===== src/rtl/ex_muldiv_stage.sv =====
// Execute stage: forwarding, single-cycle ALU and an iterative multiply/divide unit
// with HI/LO registers, feeding the EX/M pipeline register.
module ex_muldiv_stage #(
  parameter int unsigned DATA_WIDTH = 32,
  parameter int unsigned REG_ADDR_W = 5
) (
  input  logic                  i_clk,
  input  logic                  i_reset,
  input  logic [DATA_WIDTH-1:0] i_id_ex_data_1,
  input  logic [DATA_WIDTH-1:0] i_id_ex_data_2,
  input  logic [REG_ADDR_W-1:0] i_id_ex_rs,
  input  logic [REG_ADDR_W-1:0] i_id_ex_rt,
  input  logic [REG_ADDR_W-1:0] i_id_ex_rd,
  input  logic [DATA_WIDTH-1:0] i_id_ex_extended_beq_offset,
  input  logic                  i_id_ex_reg_dst,
  input  logic                  i_id_ex_alu_src,
  input  logic [3:0]            i_id_ex_alu_op,
  input  logic [3:0]            i_id_ex_ctrl,
  input  logic [DATA_WIDTH-1:0] i_ex_m_alu_result,
  input  logic                  i_ex_m_reg_write,
  input  logic [REG_ADDR_W-1:0] i_ex_m_rd,
  input  logic [DATA_WIDTH-1:0] i_m_wb_data_write,
  input  logic                  i_m_wb_reg_write,
  input  logic [REG_ADDR_W-1:0] i_m_wb_rd,
  output logic [DATA_WIDTH-1:0] o_ex_m_alu_result,
  output logic [DATA_WIDTH-1:0] o_ex_m_write_data,
  output logic [REG_ADDR_W-1:0] o_ex_m_rd,
  output logic [3:0]            o_ex_m_ctrl,
  output logic                  o_ex_stall,
  output logic                  o_muldiv_busy
);

  localparam int unsigned ShW  = $clog2(DATA_WIDTH);
  localparam int unsigned CntW = $clog2(DATA_WIDTH + 1);

  localparam logic [3:0] OpAdd   = 4'b0000;
  localparam logic [3:0] OpSub   = 4'b0001;
  localparam logic [3:0] OpAnd   = 4'b0010;
  localparam logic [3:0] OpOr    = 4'b0011;
  localparam logic [3:0] OpXor   = 4'b0100;
  localparam logic [3:0] OpNor   = 4'b0101;
  localparam logic [3:0] OpSlt   = 4'b0110;
  localparam logic [3:0] OpSltu  = 4'b0111;
  localparam logic [3:0] OpSllv  = 4'b1000;
  localparam logic [3:0] OpSrlv  = 4'b1001;
  localparam logic [3:0] OpSrav  = 4'b1010;
  localparam logic [3:0] OpMultu = 4'b1011;
  localparam logic [3:0] OpDivu  = 4'b1100;
  localparam logic [3:0] OpMfhi  = 4'b1101;
  localparam logic [3:0] OpMflo  = 4'b1110;
  localparam logic [3:0] OpLui   = 4'b1111;

  localparam logic [0:0] StIdle = 1'b0;
  localparam logic [0:0] StBusy = 1'b1;

  logic [DATA_WIDTH-1:0] fwd_a, fwd_b, op_a, op_b, alu_res;
  logic [REG_ADDR_W-1:0] dest;
  logic [ShW-1:0]        shamt;
  logic                  md_start, md_use, stall;

  logic [0:0]            state_q, state_d;
  logic [CntW-1:0]       cnt_q, cnt_d;
  logic                  div_q, div_d;
  logic [DATA_WIDTH-1:0] acc_q, acc_d, wrk_q, wrk_d, opnd_q, opnd_d;
  logic [DATA_WIDTH-1:0] hi_q, hi_d, lo_q, lo_d;
  logic [DATA_WIDTH-1:0] acc_nxt, wrk_nxt, div_diff;
  logic [DATA_WIDTH:0]   mul_sum, div_shift;
  logic                  div_ge;

  // EX/M is the newer producer, so it wins when both stages target the same register.
  always_comb begin
    if (i_ex_m_reg_write && (i_ex_m_rd != '0) && (i_ex_m_rd == i_id_ex_rs)) begin
      fwd_a = i_ex_m_alu_result;
    end else if (i_m_wb_reg_write && (i_m_wb_rd != '0) && (i_m_wb_rd == i_id_ex_rs)) begin
      fwd_a = i_m_wb_data_write;
    end else begin
      fwd_a = i_id_ex_data_1;
    end
    if (i_ex_m_reg_write && (i_ex_m_rd != '0) && (i_ex_m_rd == i_id_ex_rt)) begin
      fwd_b = i_ex_m_alu_result;
    end else if (i_m_wb_reg_write && (i_m_wb_rd != '0) && (i_m_wb_rd == i_id_ex_rt)) begin
      fwd_b = i_m_wb_data_write;
    end else begin
      fwd_b = i_id_ex_data_2;
    end
  end

  assign op_a  = fwd_a;
  assign op_b  = i_id_ex_alu_src ? i_id_ex_extended_beq_offset : fwd_b;
  assign dest  = i_id_ex_reg_dst ? i_id_ex_rd : i_id_ex_rt;
  assign shamt = op_a[ShW-1:0];

  assign md_start = (i_id_ex_alu_op == OpMultu) || (i_id_ex_alu_op == OpDivu);
  assign md_use   = md_start || (i_id_ex_alu_op == OpMfhi) || (i_id_ex_alu_op == OpMflo);
  assign stall    = i_reset && (state_q == StBusy) && md_use;

  always_comb begin
    alu_res = '0;
    case (i_id_ex_alu_op)
      OpAdd:   alu_res = op_a + op_b;
      OpSub:   alu_res = op_a - op_b;
      OpAnd:   alu_res = op_a & op_b;
      OpOr:    alu_res = op_a | op_b;
      OpXor:   alu_res = op_a ^ op_b;
      OpNor:   alu_res = ~(op_a | op_b);
      OpSlt:   alu_res = {{(DATA_WIDTH-1){1'b0}}, ($signed(op_a) < $signed(op_b))};
      OpSltu:  alu_res = {{(DATA_WIDTH-1){1'b0}}, (op_a < op_b)};
      OpSllv:  alu_res = op_b << shamt;
      OpSrlv:  alu_res = op_b >> shamt;
      OpSrav:  alu_res = $unsigned($signed(op_b) >>> shamt);
      OpMfhi:  alu_res = hi_q;
      OpMflo:  alu_res = lo_q;
      OpLui:   alu_res = op_b << (DATA_WIDTH / 2);
      default: alu_res = '0;
    endcase
  end

  // acc holds the running high half (mul) or partial remainder (div); wrk holds the
  // multiplier shifting out / dividend shifting out while quotient bits shift in.
  always_comb begin
    mul_sum   = {1'b0, acc_q} + {1'b0, (wrk_q[0] ? opnd_q : {DATA_WIDTH{1'b0}})};
    div_shift = {acc_q, wrk_q[DATA_WIDTH-1]};
    div_ge    = div_shift >= {1'b0, opnd_q};
    div_diff  = div_shift[DATA_WIDTH-1:0] - opnd_q;
    if (div_q) begin
      acc_nxt = div_ge ? div_diff : div_shift[DATA_WIDTH-1:0];
      wrk_nxt = {wrk_q[DATA_WIDTH-2:0], div_ge};
    end else begin
      acc_nxt = mul_sum[DATA_WIDTH:1];
      wrk_nxt = {mul_sum[0], wrk_q[DATA_WIDTH-1:1]};
    end
  end

  always_comb begin
    state_d = state_q;
    cnt_d   = cnt_q;
    div_d   = div_q;
    acc_d   = acc_q;
    wrk_d   = wrk_q;
    opnd_d  = opnd_q;
    hi_d    = hi_q;
    lo_d    = lo_q;
    case (state_q)
      StIdle: begin
        if (md_start) begin
          state_d = StBusy;
          cnt_d   = CntW'(DATA_WIDTH);
          div_d   = (i_id_ex_alu_op == OpDivu);
          acc_d   = '0;
          wrk_d   = op_a;
          opnd_d  = op_b;
        end
      end
      StBusy: begin
        acc_d = acc_nxt;
        wrk_d = wrk_nxt;
        cnt_d = cnt_q - CntW'(1);
        if (cnt_q == CntW'(1)) begin
          state_d = StIdle;
          hi_d    = acc_nxt;
          lo_d    = wrk_nxt;
        end
      end
      default: state_d = StIdle;
    endcase
  end

  always_ff @(posedge i_clk or negedge i_reset) begin
    if (!i_reset) begin
      state_q <= StIdle;
      cnt_q   <= '0;
      div_q   <= 1'b0;
      acc_q   <= '0;
      wrk_q   <= '0;
      opnd_q  <= '0;
      hi_q    <= '0;
      lo_q    <= '0;
    end else begin
      state_q <= state_d;
      cnt_q   <= cnt_d;
      div_q   <= div_d;
      acc_q   <= acc_d;
      wrk_q   <= wrk_d;
      opnd_q  <= opnd_d;
      hi_q    <= hi_d;
      lo_q    <= lo_d;
    end
  end

  always_ff @(posedge i_clk or negedge i_reset) begin
    if (!i_reset) begin
      o_ex_m_alu_result <= '0;
      o_ex_m_write_data <= '0;
      o_ex_m_rd         <= '0;
      o_ex_m_ctrl       <= '0;
    end else if (stall) begin
      o_ex_m_alu_result <= '0;
      o_ex_m_write_data <= '0;
      o_ex_m_rd         <= '0;
      o_ex_m_ctrl       <= '0;
    end else begin
      o_ex_m_alu_result <= alu_res;
      o_ex_m_write_data <= fwd_b;
      o_ex_m_rd         <= dest;
      // Multiply/divide results only reach the register file via MFHI/MFLO.
      o_ex_m_ctrl       <= md_start ? 4'b0000 : i_id_ex_ctrl;
    end
  end

  assign o_ex_stall    = stall;
  assign o_muldiv_busy = (state_q == StBusy);

endmodule


===== config.mk =====
export PLATFORM = sky130hd
export DESIGN_NAME = ex_muldiv_stage
export DESIGN_NICKNAME = d
export VERILOG_FILES = /design/src/rtl/ex_muldiv_stage.sv
export SDC_FILE = /design/constraint.sdc
export NUM_CORES = 1
export LEC_CHECK = 0
export ABC_AREA = 1
export CELL_PAD_IN_SITES_DETAIL_PLACEMENT = 0
export CELL_PAD_IN_SITES_GLOBAL_PLACEMENT = 1
export CORE_UTILIZATION = 41
export DETAILED_ROUTE_END_ITERATION = 6
export HOLD_SLACK_MARGIN = 0.03
export PLACE_DENSITY = 0.81
export SLEW_MARGIN = 5
export SYNTH_ARGS = -nofsm -noshare
export SYNTH_HDL_FRONTEND = slang
export SYNTH_SLANG_ARGS = --single-unit

===== constraint.sdc =====
create_clock -name i_clk -period 3.9 [get_ports i_clk]
set_input_delay 0.39 -clock i_clk [delete_from_list [all_inputs] [get_ports i_clk]]
set_output_delay 0.39 -clock i_clk [all_outputs]
set_load 0.05 [all_outputs]

==> metrics.txt <==
DR iter-0 viols=3587; top cells by area, synth=dfrtp_1, nand2_1, nand3_1; post-detail-place hpwl=112000 um; prevailing post-synth register cell=dfrtp_1; fin crit share=0.987; core area=0.0616 sq mm; count of cell types in the netlist=66; 1st-pass router iterations=7; dominant cell type by area after synthesis=dfrtp_1; DRC viols=13; share of layout cells above drive strength 1=0.235; Worst Tran Pin Value=994 ps; syn nets=4393; Pleak=18.3 nW; # IOs=274; largest net degree at the start of global routing=148; Clock Pin Slew Worst Setup and Hold Paths=70 ps; clk_skew=19.3 ps; Slew HR=0.336; Peak VDD IR=0.879 mV; initial antenna violation count=4; status=complete, but fails checks; GR Util All Layers=0.429; P per Cell Area=579 mW/mm^2; startpoint types=input port; first-pass GRT wire length=202000 um; clock tree root buffer cell=clkbuf_16; worst skew pair latency=620 ps; most frequent cells in the layout=nand2_1, buf_4, nand3_1; cts bufs inserted=30; slowest stage delay, CP=380 ps; Final Setup Violations=0; instance area at placement=0.0340 sq mm; Hold Violations, Final=0; Nets=5272; H-tree levels=1; crit end category=register; Die Width=251 um; drt via density=5.69; Yosys reg bits=241; synth warn=0; IO Port Bufs=273; most frequent cell on the critical path=nand3_1; Synth Instances=4021; vias in the first global route=31200; GR Overflow Total=0; Max stage delay cell, worst path=o21ai_4; CP arrival=4350 ps; Max clock buf depth=3; antenna viol nets, final=0; Peak Freq=260 MHz; WS Path Type=in2reg; WP data required=4400 ps; chip height=251 um; Routed WL per cell=24.3 um; post-synth top area share=0.236; CP max FO=7; Max Cap Viol=0; final core utilization=0.597; async set-reset flop share out of synthesis=1.00; clock sink count=241; cell row count=91; Die ar.=0.0632 sq mm; Seq/Total Area, Yosys=0.236; RePlAce Congestion=1.09; fin crit period=3850 ps; final instance area=0.0368 sq mm; CTS tree=done; failing checks=design-rule violations; Final Slew Violations=0; cell family with most CP delay=simple AND/OR/NAND/NOR gates; vias after detailed routing=32800; Post-synth EDFFs=0; Hold Crit Class=in2reg; synthesized area per cell=6.34 sq um; area grow syn2layout=44.1%; commonest non-fill, non-tap cell in the layout=nand2_1; Starting Density=0.414; CP bufs+invs=9; Post-Syn Area=0.0255 sq mm; Routed WL=140000 um
cell type report:
cell class                      count  area [sq um]
Clock inverter                     18           199
Antenna cell                        4          10.0
Fill cell                        6104         24800
Timing Repair Buffer             1054          9040
Clock buffer                       37           848
Tap cell                          837          1050
Inverter                          423          1600
Multi-Input combinational cell   3150         18000
Sequential cell                   241          6030
power breakdown:
| part | total, mW | leakage, nW | internal [mW] | switching (mW) |
|---|---|---|---|---|
| Combinational | 14.0 | 14.8 | 5.15 | 8.81 |
| Sequential | 4.27 | 2.95 | 3.52 | 0.750 |
| Clock | 3.04 | 0.499 | 1.74 | 1.30 |
| Total | 21.3 | 18.3 | 10.4 | 10.9 |
stage by stage:
stage	power, mW	hold slack [ps]	cells	setup TNS (ps)	setup WS [ps]
floorplan	12.5	94.4	4021	0	114
global placement	17.5	324	5648	-30150	-1430
detailed placement	17.6	327	5648	-31430	-1400
CTS	20.9	211	5727	0	1.37
global route	22.7	68.7	5760	-194	-43.7
finish	21.3	71.4	5764	0	50.9
cells by family after synthesis:
group,after synthesis,synth area share
AO/OA/AOI/OAI,830,0.192
AND/OR/NAND/NOR,2077,0.358
buffers and inverters,630,0.103
flip-flops,241,0.236
XOR/XNOR,69,0.0237
adder cells (fa/ha/maj),173,0.0860
multiplexers,1,0.000392
cells in the mapped netlist (16+ instances only):
cell	number
dfrtp_1	241
a31oi_1	22
xor2_1	37
a221oi_1	22
o221ai_1	43
o211ai_1	43
or2_2	28
o2111ai_1	17
buf_2	64
o22ai_1	17
or2_1	16
nor3_1	26
clkbuf_1	99
inv_1	412
nor2_1	272
xnor2_1	32
o21ai_1	27
nand4_1	56
nand2_1	1056
nand3_2	36
nand3_1	538
a21oi_1	237
buf_1	16
o21ai_0	325
ha_1	169
flip-flops by register name (all words and copies together), names as in the netlist:
register	count
acc_q	32
hi_q	32
lo_q	32
o_ex_m_alu_result	32
o_ex_m_write_data	32
opnd_q	32
wrk_q	32
cnt_q	6
o_ex_m_rd	5
o_ex_m_ctrl	4
div_q	1
o_muldiv_busy	1
path summary, 6_finish.rpt:
path / end / startpoint / slack, ps / depth (start not counted)
max reg2reg: hi_q[22] / wrk_q[0] / 280 / 16
max: o_ex_m_alu_result[25] / i_id_ex_rs[4] / 50 / 28
min: o_ex_m_rd[3] / i_id_ex_rt[3] / 70 / 3
min reg2reg: hi_q[28] / hi_q[28] / 490 / 2
min in group asynchronous: o_ex_m_write_data[6] / i_reset / 290 / 2
max in group asynchronous: wrk_q[26] / i_reset / 2360 / 3
repair_timing:
action                                  CTS  global route
setup buffers                            21            31
gates cloned                              2             3
endpoints found under the hold margin    29             0
gates resized for setup                 198           177
hold buffers                              1             0
endpoints found under the setup margin   28            27
pin swaps                                27            68
routing by layer:
metal,GRT usage,share of wire
met1,0.547,0.40
met2,0.687,0.44
met3,0.0673,0.086
met4,0.248,0.070
met5,0,0.000093
tightest hold or removal path, stage by stage:
cell and delay, ps:
clkbuf_2 120, nand2_1 70, a21oi_1 60
Note: power is estimated with default switching activity, not from simulation.
